==> src/rtl/fetch_queue.sv <==
// Instruction buffer between fetch and decode: a circular queue of {instr, pc, pcplus4}
// triples with valid/ready handshakes on both sides and a flush for PC redirects.
module fetch_queue #(
  parameter int DATA_WIDTH = 32,
  parameter int DEPTH      = 4
) (
  input  logic                       clk,
  input  logic                       rst,
  input  logic                       flush,
  input  logic                       in_valid,
  input  logic [DATA_WIDTH-1:0]      in_instr,
  input  logic [DATA_WIDTH-1:0]      in_pc,
  input  logic [DATA_WIDTH-1:0]      in_pcplus4,
  output logic                       in_ready,
  output logic                       out_valid,
  output logic [DATA_WIDTH-1:0]      out_instr,
  output logic [DATA_WIDTH-1:0]      out_pc,
  output logic [DATA_WIDTH-1:0]      out_pcplus4,
  input  logic                       out_ready,
  output logic [$clog2(DEPTH):0]     count
);

  localparam int PTR_W = $clog2(DEPTH);
  localparam int CNT_W = PTR_W + 1;
  localparam logic [CNT_W-1:0] FULL_CNT = CNT_W'(DEPTH);
  localparam logic [CNT_W-1:0] CNT_ONE  = CNT_W'(1);
  localparam logic [PTR_W-1:0] PTR_ONE  = PTR_W'(1);

  typedef struct packed {
    logic [DATA_WIDTH-1:0] instr;
    logic [DATA_WIDTH-1:0] pc;
    logic [DATA_WIDTH-1:0] pcplus4;
  } entry_t;

  entry_t             mem_r [DEPTH];
  logic [PTR_W-1:0]   wr_ptr_r;
  logic [PTR_W-1:0]   rd_ptr_r;
  logic [CNT_W-1:0]   count_r;
  logic               push_s;
  logic               pop_s;
  logic               full_s;
  logic               empty_s;
  entry_t             head_s;

  // Fullness ignores out_ready, so a full queue refuses a push even while it pops.
  assign full_s    = (count_r == FULL_CNT);
  assign empty_s   = (count_r == {CNT_W{1'b0}});
  assign in_ready  = !full_s;
  assign out_valid = !empty_s;
  assign count     = count_r;
  assign push_s    = in_valid && !full_s;
  assign pop_s     = out_ready && !empty_s;

  // Head presentation: zeroed while empty so decode never sees stale storage.
  always_comb begin
    head_s = '0;
    if (!empty_s) begin
      head_s = mem_r[rd_ptr_r];
    end else begin
      head_s = '0;
    end
  end

  assign out_instr   = head_s.instr;
  assign out_pc      = head_s.pc;
  assign out_pcplus4 = head_s.pcplus4;

  // Storage write; contents need no reset because count gates visibility.
  always_ff @(posedge clk) begin
    if (!rst && !flush && push_s) begin
      mem_r[wr_ptr_r] <= '{instr: in_instr, pc: in_pc, pcplus4: in_pcplus4};
    end
  end

  // Pointer and occupancy update; reset beats flush, flush beats push/pop.
  always_ff @(posedge clk) begin
    if (rst) begin
      wr_ptr_r <= '0;
      rd_ptr_r <= '0;
      count_r  <= '0;
    end else if (flush) begin
      wr_ptr_r <= '0;
      rd_ptr_r <= '0;
      count_r  <= '0;
    end else begin
      if (push_s) begin
        wr_ptr_r <= wr_ptr_r + PTR_ONE;
      end
      if (pop_s) begin
        rd_ptr_r <= rd_ptr_r + PTR_ONE;
      end
      case ({push_s, pop_s})
        2'b10:   count_r <= count_r + CNT_ONE;
        2'b01:   count_r <= count_r - CNT_ONE;
        default: count_r <= count_r;
      endcase
    end
  end

endmodule

==> config.mk <==
export PLATFORM = sky130hd
export DESIGN_NAME = fetch_queue
export DESIGN_NICKNAME = d
export VERILOG_FILES = /design/src/rtl/fetch_queue.sv
export SDC_FILE = /design/constraint.sdc
export NUM_CORES = 1
export LEC_CHECK = 0
export BUFFER_PORTS_ARGS = -buffer_cell sky130_fd_sc_hd__buf_2
export CAP_MARGIN = 10
export CORE_MARGIN = 3
export CORE_UTILIZATION = 55
export CTS_CLUSTER_SIZE = 30
export DETAILED_ROUTE_END_ITERATION = 8
export PLACE_DENSITY = 0.77
export SKIP_LAST_GASP = 1
export SLEW_MARGIN = 20
export SYNTH_ARGS = -nofsm -noshare
export SYNTH_HDL_FRONTEND = slang
export SYNTH_SLANG_ARGS = --single-unit
==> constraint.sdc <==
create_clock -name clk -period 6.6 [get_ports clk]
set_input_delay 0.99 -clock clk [delete_from_list [all_inputs] [get_ports clk]]
set_output_delay 0.99 -clock clk [all_outputs]
set_load 0.02 [all_outputs]
==> results of run 1 <==
-- stage by stage --
| stage | setup WS (ns) | hold slack, ns | cells | total power (W) | utilization |
|---|---|---|---|---|---|
| 4_1_cts | 2.64 | 0.511 | 1239 | 0.00514 | 0.661 |
| 3_3_place_gp | 3.12 | 0.496 | 1171 | 0.00308 | 0.616 |
| 5_1_grt | 2.47 | 0.553 | 1239 | 0.00527 | 0.661 |
| 2_1_floorplan | 2.57 | 0.469 | 663 | 0.00297 | - |
| 3_5_place_dp | 3.08 | 0.502 | 1171 | 0.00309 | 0.616 |
| 6_report | 2.74 | 0.508 | 1239 | 0.00509 | 0.661 |
-- path summary, 6_finish.rpt --
path / from / depth (start not counted) / to / slack (ns)
max reg2reg: count[0] / 4 / mem_r[3][70] / 3.65
max: flip-flop / 4 / out_pc[5] / 2.74
min reg2reg: wr_ptr_r[0] / 2 / wr_ptr_r[0] / 0.51
min: wr_ptr_r[0] / 2 / wr_ptr_r[0] / 0.51
-- power by group through the flow --
stage	sequential, W	combinational (W)	clock (W)
final	0.00278	0.000254	0.00206
after CTS	0.00278	0.000257	0.00210
after global routing	0.00278	0.000276	0.00221
after floorplan	0.00283	0.000145	0
after global placement	0.00283	0.000251	0
after detailed placement	0.00283	0.000256	0
-- tightest hold or removal path, cell delays in order, from the launching register on --
cell	delay, ns
dfxtp_1	0.34
nand2_1	0.07
mux2i_1	0.05
-- cell families after synthesis --
group           Yosys count  synth area share
flops                   393             0.782
compound gates            6           0.00259
mux                      97             0.145
xor+xnor                  4           0.00234
buf+inv                  42            0.0152
fa+ha+maj                 6           0.00552
simple gates            115            0.0467
-- state kept, by name, indices dropped and copies added (netlist names), named ones only --
name      cells
mem_r       384
wr_ptr_r      2
count         3
rd_ptr_r      2
-- area by class of cell --
cell class	instances	area share
clock buffers	48	0.0602
clock inverters	20	0.00830
inverters	7	0.00150
multi-input cells	228	0.174
flip-flops and latches	393	0.670
well taps	335	0.0240
repair buffers	208	0.0613
-- cell usage in the layout, fill, tap and decap left out, types with 4 or more instances in the layout --
| master | synthesis | layout |
|---|---|---|
| nor2_1 | 7 | 7 |
| clkinv_2 | 0 | 5 |
| buf_4 | 0 | 6 |
| buf_2 | 11 | 201 |
| ha_1 | 5 | 5 |
| inv_1 | 7 | 7 |
| xor2_1 | 4 | 4 |
| and2_1 | 96 | 96 |
| dfxtp_1 | 9 | 7 |
| and3_4 | 0 | 4 |
| mux4_2 | 96 | 96 |
| clkbuf_16 | 0 | 41 |
| clkinv_1 | 0 | 10 |
| clkbuf_1 | 16 | 7 |
| edfxtp_1 | 384 | 384 |
-- metal layers --
layer	vias to the layer above	track usage	share of wire
li1	3128	-	-
met1	3612	0.258	0.40
met5	-	0	0.0029
met4	14	0.0493	0.020
met2	264	0.304	0.48
met3	60	0.0649	0.094
==> flow_summary.json, run 1 <==
{
  "syn2layout_area_growth_pct": 16.8,
  "sequentialPowerShare": 0.545,
  "fin_area_sq_um": 17500,
  "maxCapViolCount": 0,
  "p_clk_frac": 0.405,
  "clock_latency_ns": 0.51,
  "seqCellArea_sq_um": 11700,
  "peakVddDrop_mv": 0.217,
  "setup_viol": 0,
  "place_area_sq_um": 16300,
  "die-area_sq_um": 29200,
  "first_iter_violations": 554,
  "path_buf_inv": 2,
  "nFillCells": 1753,
  "ant_nets": 0,
  "core_area_sq_um": 26400,
  "synth-seq-cells": 393,
  "hold_viol": 0,
  "worstPathCellList": "buf_12, mux4_2, and2_1, buf_2",
  "cts_setup_buffers": 0,
  "power_leakage_nw": 5.98,
  "synth-main-ff-cell": "edfxtp_1",
  "p_per_area_nw_per_um2": 291,
  "grt_pass1_wl_microns": 42500,
  "via_count": 7078,
  "startpoint_type": "flip-flop",
  "power.share.combinational": 0.050,
  "grt_max_degree": 69,
  "synth_area_leaders": "edfxtp_1 (77%), mux4_2 (14%), and2_1 (4.0%)",
  "path_class": "flip-flop to output port",
  "cts.sink_count": 393,
  "antenna_found_initial": 7,
  "synth_commonest_cells": "edfxtp_1 (384), and2_1 (96), mux4_2 (96)",
  "fin_crit_ns": 3.86,
  "multi_input_area_sq_um": 3050,
  "finalClockSkew_ns": 0.00968,
  "syn_inst": 663,
  "drive_gt1_frac": 0.402,
  "initial_utilization": 0.566,
  "avgSynthCellArea_sq_um": 22.6,
  "slew_violations": 0,
  "relSlewSlack": 0.313,
  "synth_edf_count": 384,
  "clk_pin_slew_ns": 0.06,
  "ys_warn_count": 0,
  "grt_use_total": 0.191,
  "diodes": 0,
  "critPathSlowestCell": "dfxtp_4",
  "required_ns": 5.61,
  "period_share": 0.584,
  "cp-end-kind": "output port",
  "cp_max_fo": 59,
  "min_path_type": "flip-flop to flip-flop",
  "timing.fmax_mhz": 259,
  "status": "finished clean",
  "synth_top_cell_area_share": 0.770,
  "synth_most_common_cell": "edfxtp_1",
  "rows": 59,
  "layout.nets": 984,
  "synth.yosys.seq_area_share": 0.782,
  "totalWireLength_microns": 27300,
  "slowest_delay_ns": 0.86,
  "fin_tns_setup_ns": 0,
  "cts_tree": "done",
  "synth_nets": 770,
  "die_x_microns": 171,
  "dp_hpwl_microns": 15700,
  "place.gp.congestion": 0.703,
  "grt_pass1_vias": 7592,
  "clk_path_buf_depth": 3,
  "arrival_ns": 2.87,
  "dr.pass1.iters": 5,
  "synth_top_area_cell": "edfxtp_1",
  "cts_buffers": 39,
  "numPortBuffers": 201,
  "yosys.cell_types.count": 26,
  "htree_num_levels": 2,
  "io_pins": 202,
  "cts-root-buf": "clkbuf_16",
  "post_drt_wl_per_cell_microns": 22.0,
  "path_delay_family": "flip-flops",
  "rsz0062_at_grt": "false",
  "syn_area_sq_um": 15000,
  "p_int_w": 0.00407,
  "synthArstFlopShare": 0,
  "p_sw_w": 0.00102,
  "drc": 0,
  "holdBufCountCts": 0,
  "tightest_slew_ns": 1.03,
  "overflow": 0,
  "ctsResizeCount": 0,
  "swShare": 0.200,
  "fp.dieH_microns": 171,
  "viasPerCell": 5.71
}
Note: power is estimated with default switching activity, not from simulation.
==> run 2: changes to the inputs <==
Settings changed: CORE_UTILIZATION 55 to 52, PLACE_DENSITY 0.77 to 0.76.
Clock period 6.6 ns to 3.3 ns, I/O delays scaled along.
==> run 2 against run 1 <==
Net effect: register-to-register slack lost 2.9 ns; global-route usage decreased by 0.96 points; sequential power increased by 100%; critical path depth stayed put; clock power grew 110%; routed wire length rose by 0.72%; largest power group unchanged; largest cell class unchanged; critical path type unchanged.
==> flow_summary.json, run 2 (same netlist as run 1, synthesis figures left out) <==
{
  "core_area_sq_um": 28100,
  "dr.pass1.iters": 5,
  "fin_tns_setup_ns": 0,
  "power_leakage_nw": 6.09,
  "min_path_type": "primary input to flip-flop",
  "numPortBuffers": 201,
  "die_x_microns": 176,
  "slew_violations": 0,
  "r2r-end": "count[2]",
  "multi_input_area_sq_um": 3050,
  "rr_worst_depth": 9,
  "tightest_slew_ns": 0.679,
  "hold_viol": 0,
  "htree_num_levels": 2,
  "setup_viol": 0,
  "holdBufCountCts": 0,
  "p_per_area_nw_per_um2": 582,
  "rrSetupSlack_ns": 0.75,
  "fin_ws_ns": 0.417,
  "cp-end-kind": "output port",
  "cts.sink_count": 393,
  "syn2layout_area_growth_pct": 18.8,
  "endpoint": "out_pc[30]",
  "totalWireLength_microns": 27500,
  "worstSetupStartpoint": "count[1]",
  "mostFrequentLayoutCell": "edfxtp_1",
  "fp.dieH_microns": 176,
  "drc": 0,
  "power_w": 0.0103,
  "layout.nets": 993,
  "maxCapViolCount": 0,
  "seqCellArea_sq_um": 11700,
  "drive_gt1_frac": 0.409,
  "cp_max_fo": 34,
  "arrival_ns": 2.39,
  "clk_path_buf_depth": 3,
  "die-area_sq_um": 30900,
  "rsz0062_at_grt": "false",
  "nFillCells": 1985,
  "relSlewSlack": 0.548,
  "cts-root-buf": "clkbuf_16",
  "antenna_found_initial": 9,
  "status": "finished clean",
  "grt_use_total": 0.181,
  "clock_latency_ns": 0.51,
  "peakVddDrop_mv": 0.441,
  "cts_tree": "done",
  "timing.fmax_mhz": 347,
  "regMostFlops": "mem_r",
  "whs_ns": 0.195,
  "grt_max_degree": 56,
  "largest_register_ffs": 384,
  "startpoint_type": "flip-flop",
  "pre_cts_ws_ns": 0.773,
  "overflow": 0,
  "dp_hpwl_microns": 16800,
  "fin_crit_ns": 2.88,
  "rows": 61,
  "cts_buffers": 39,
  "io_pins": 202,
  "mostFrequentLayoutCells": "edfxtp_1 (384), buf_2 (201), mux4_2 (96), and2_1 (96), clkbuf_16 (41)",
  "finalClockSkew_ns": 0.0160,
  "path_class": "flip-flop to output port",
  "clk_pin_slew_ns": 0.06,
  "r2r-start": "count[2]",
  "place.gp.congestion": 0.763,
  "viasPerCell": 5.43,
  "ant_nets": 0,
  "grt_pass1_vias": 7500,
  "via_count": 7031,
  "initial_utilization": 0.533,
  "first_iter_violations": 567,
  "cts_setup_buffers": 0,
  "post_drt_wl_per_cell_microns": 21.2,
  "ctsResizeCount": 0,
  "grt_pass1_wl_microns": 42700,
  "period_share": 0.874,
  "required_ns": 2.80
}
==> run 2: worst min-delay path by stage <==
stage	start	end	slack [ns]	cells after the start
3_3_place_gp	wr_ptr_r[0]	wr_ptr_r[0]	0.49	2
6_report	in_pc[12]	mem_r[0][44]	0.19	1
3_5_place_dp	wr_ptr_r[0]	wr_ptr_r[0]	0.51	2
5_1_grt	in_pc[12]	mem_r[0][44]	0.18	1
2_1_floorplan	wr_ptr_r[0]	wr_ptr_r[0]	0.47	2
4_1_cts	in_pc[29]	mem_r[2][61]	0.17	1
==> run 2: area by class of cell <==
cell class                 count  share of cell area
sequential                   393               0.659
clock buffer                  51              0.0598
timing repair buffer         217              0.0704
antenna                        2            0.000282
tap                          378              0.0266
multi-input combinational    228               0.172
clock inverter                19              0.0106
inverter                       7             0.00148
==> run 2: where the power goes <==
| group | internal (W) | switching, W |
|---|---|---|
| registers | 0.00553 | 0.0000144 |
| logic | 0.000206 | 0.000311 |
| clock network | 0.00258 | 0.00170 |
==> run 2: critical path, stage by stage (launching register included) <==
cell and delay, ns:
dfxtp_1 0.36, or3_2 0.82, buf_4 0.35, and2_1 0.18
buf_2 0.16
==> run 2: through the flow <==
| step | instance area (sq um) | utilization | instances |
|---|---|---|---|
| CTS | 17800 | 0.633 | 1293 |
| detailed placement | 16500 | 0.588 | 1223 |
| global route | 17800 | 0.633 | 1294 |
| floorplan | 15000 | - | 663 |
| finish | 17800 | 0.633 | 1295 |
| global placement | 16500 | 0.588 | 1223 |
==> run 2: per-layer routing <==
layer	global-route usage	up-vias	part of all wire
li1	-	3153	-
met4	0.0462	16	0.022
met1	0.251	3575	0.42
met5	0	-	0.0032
met3	0.0521	56	0.075
met2	0.288	231	0.48
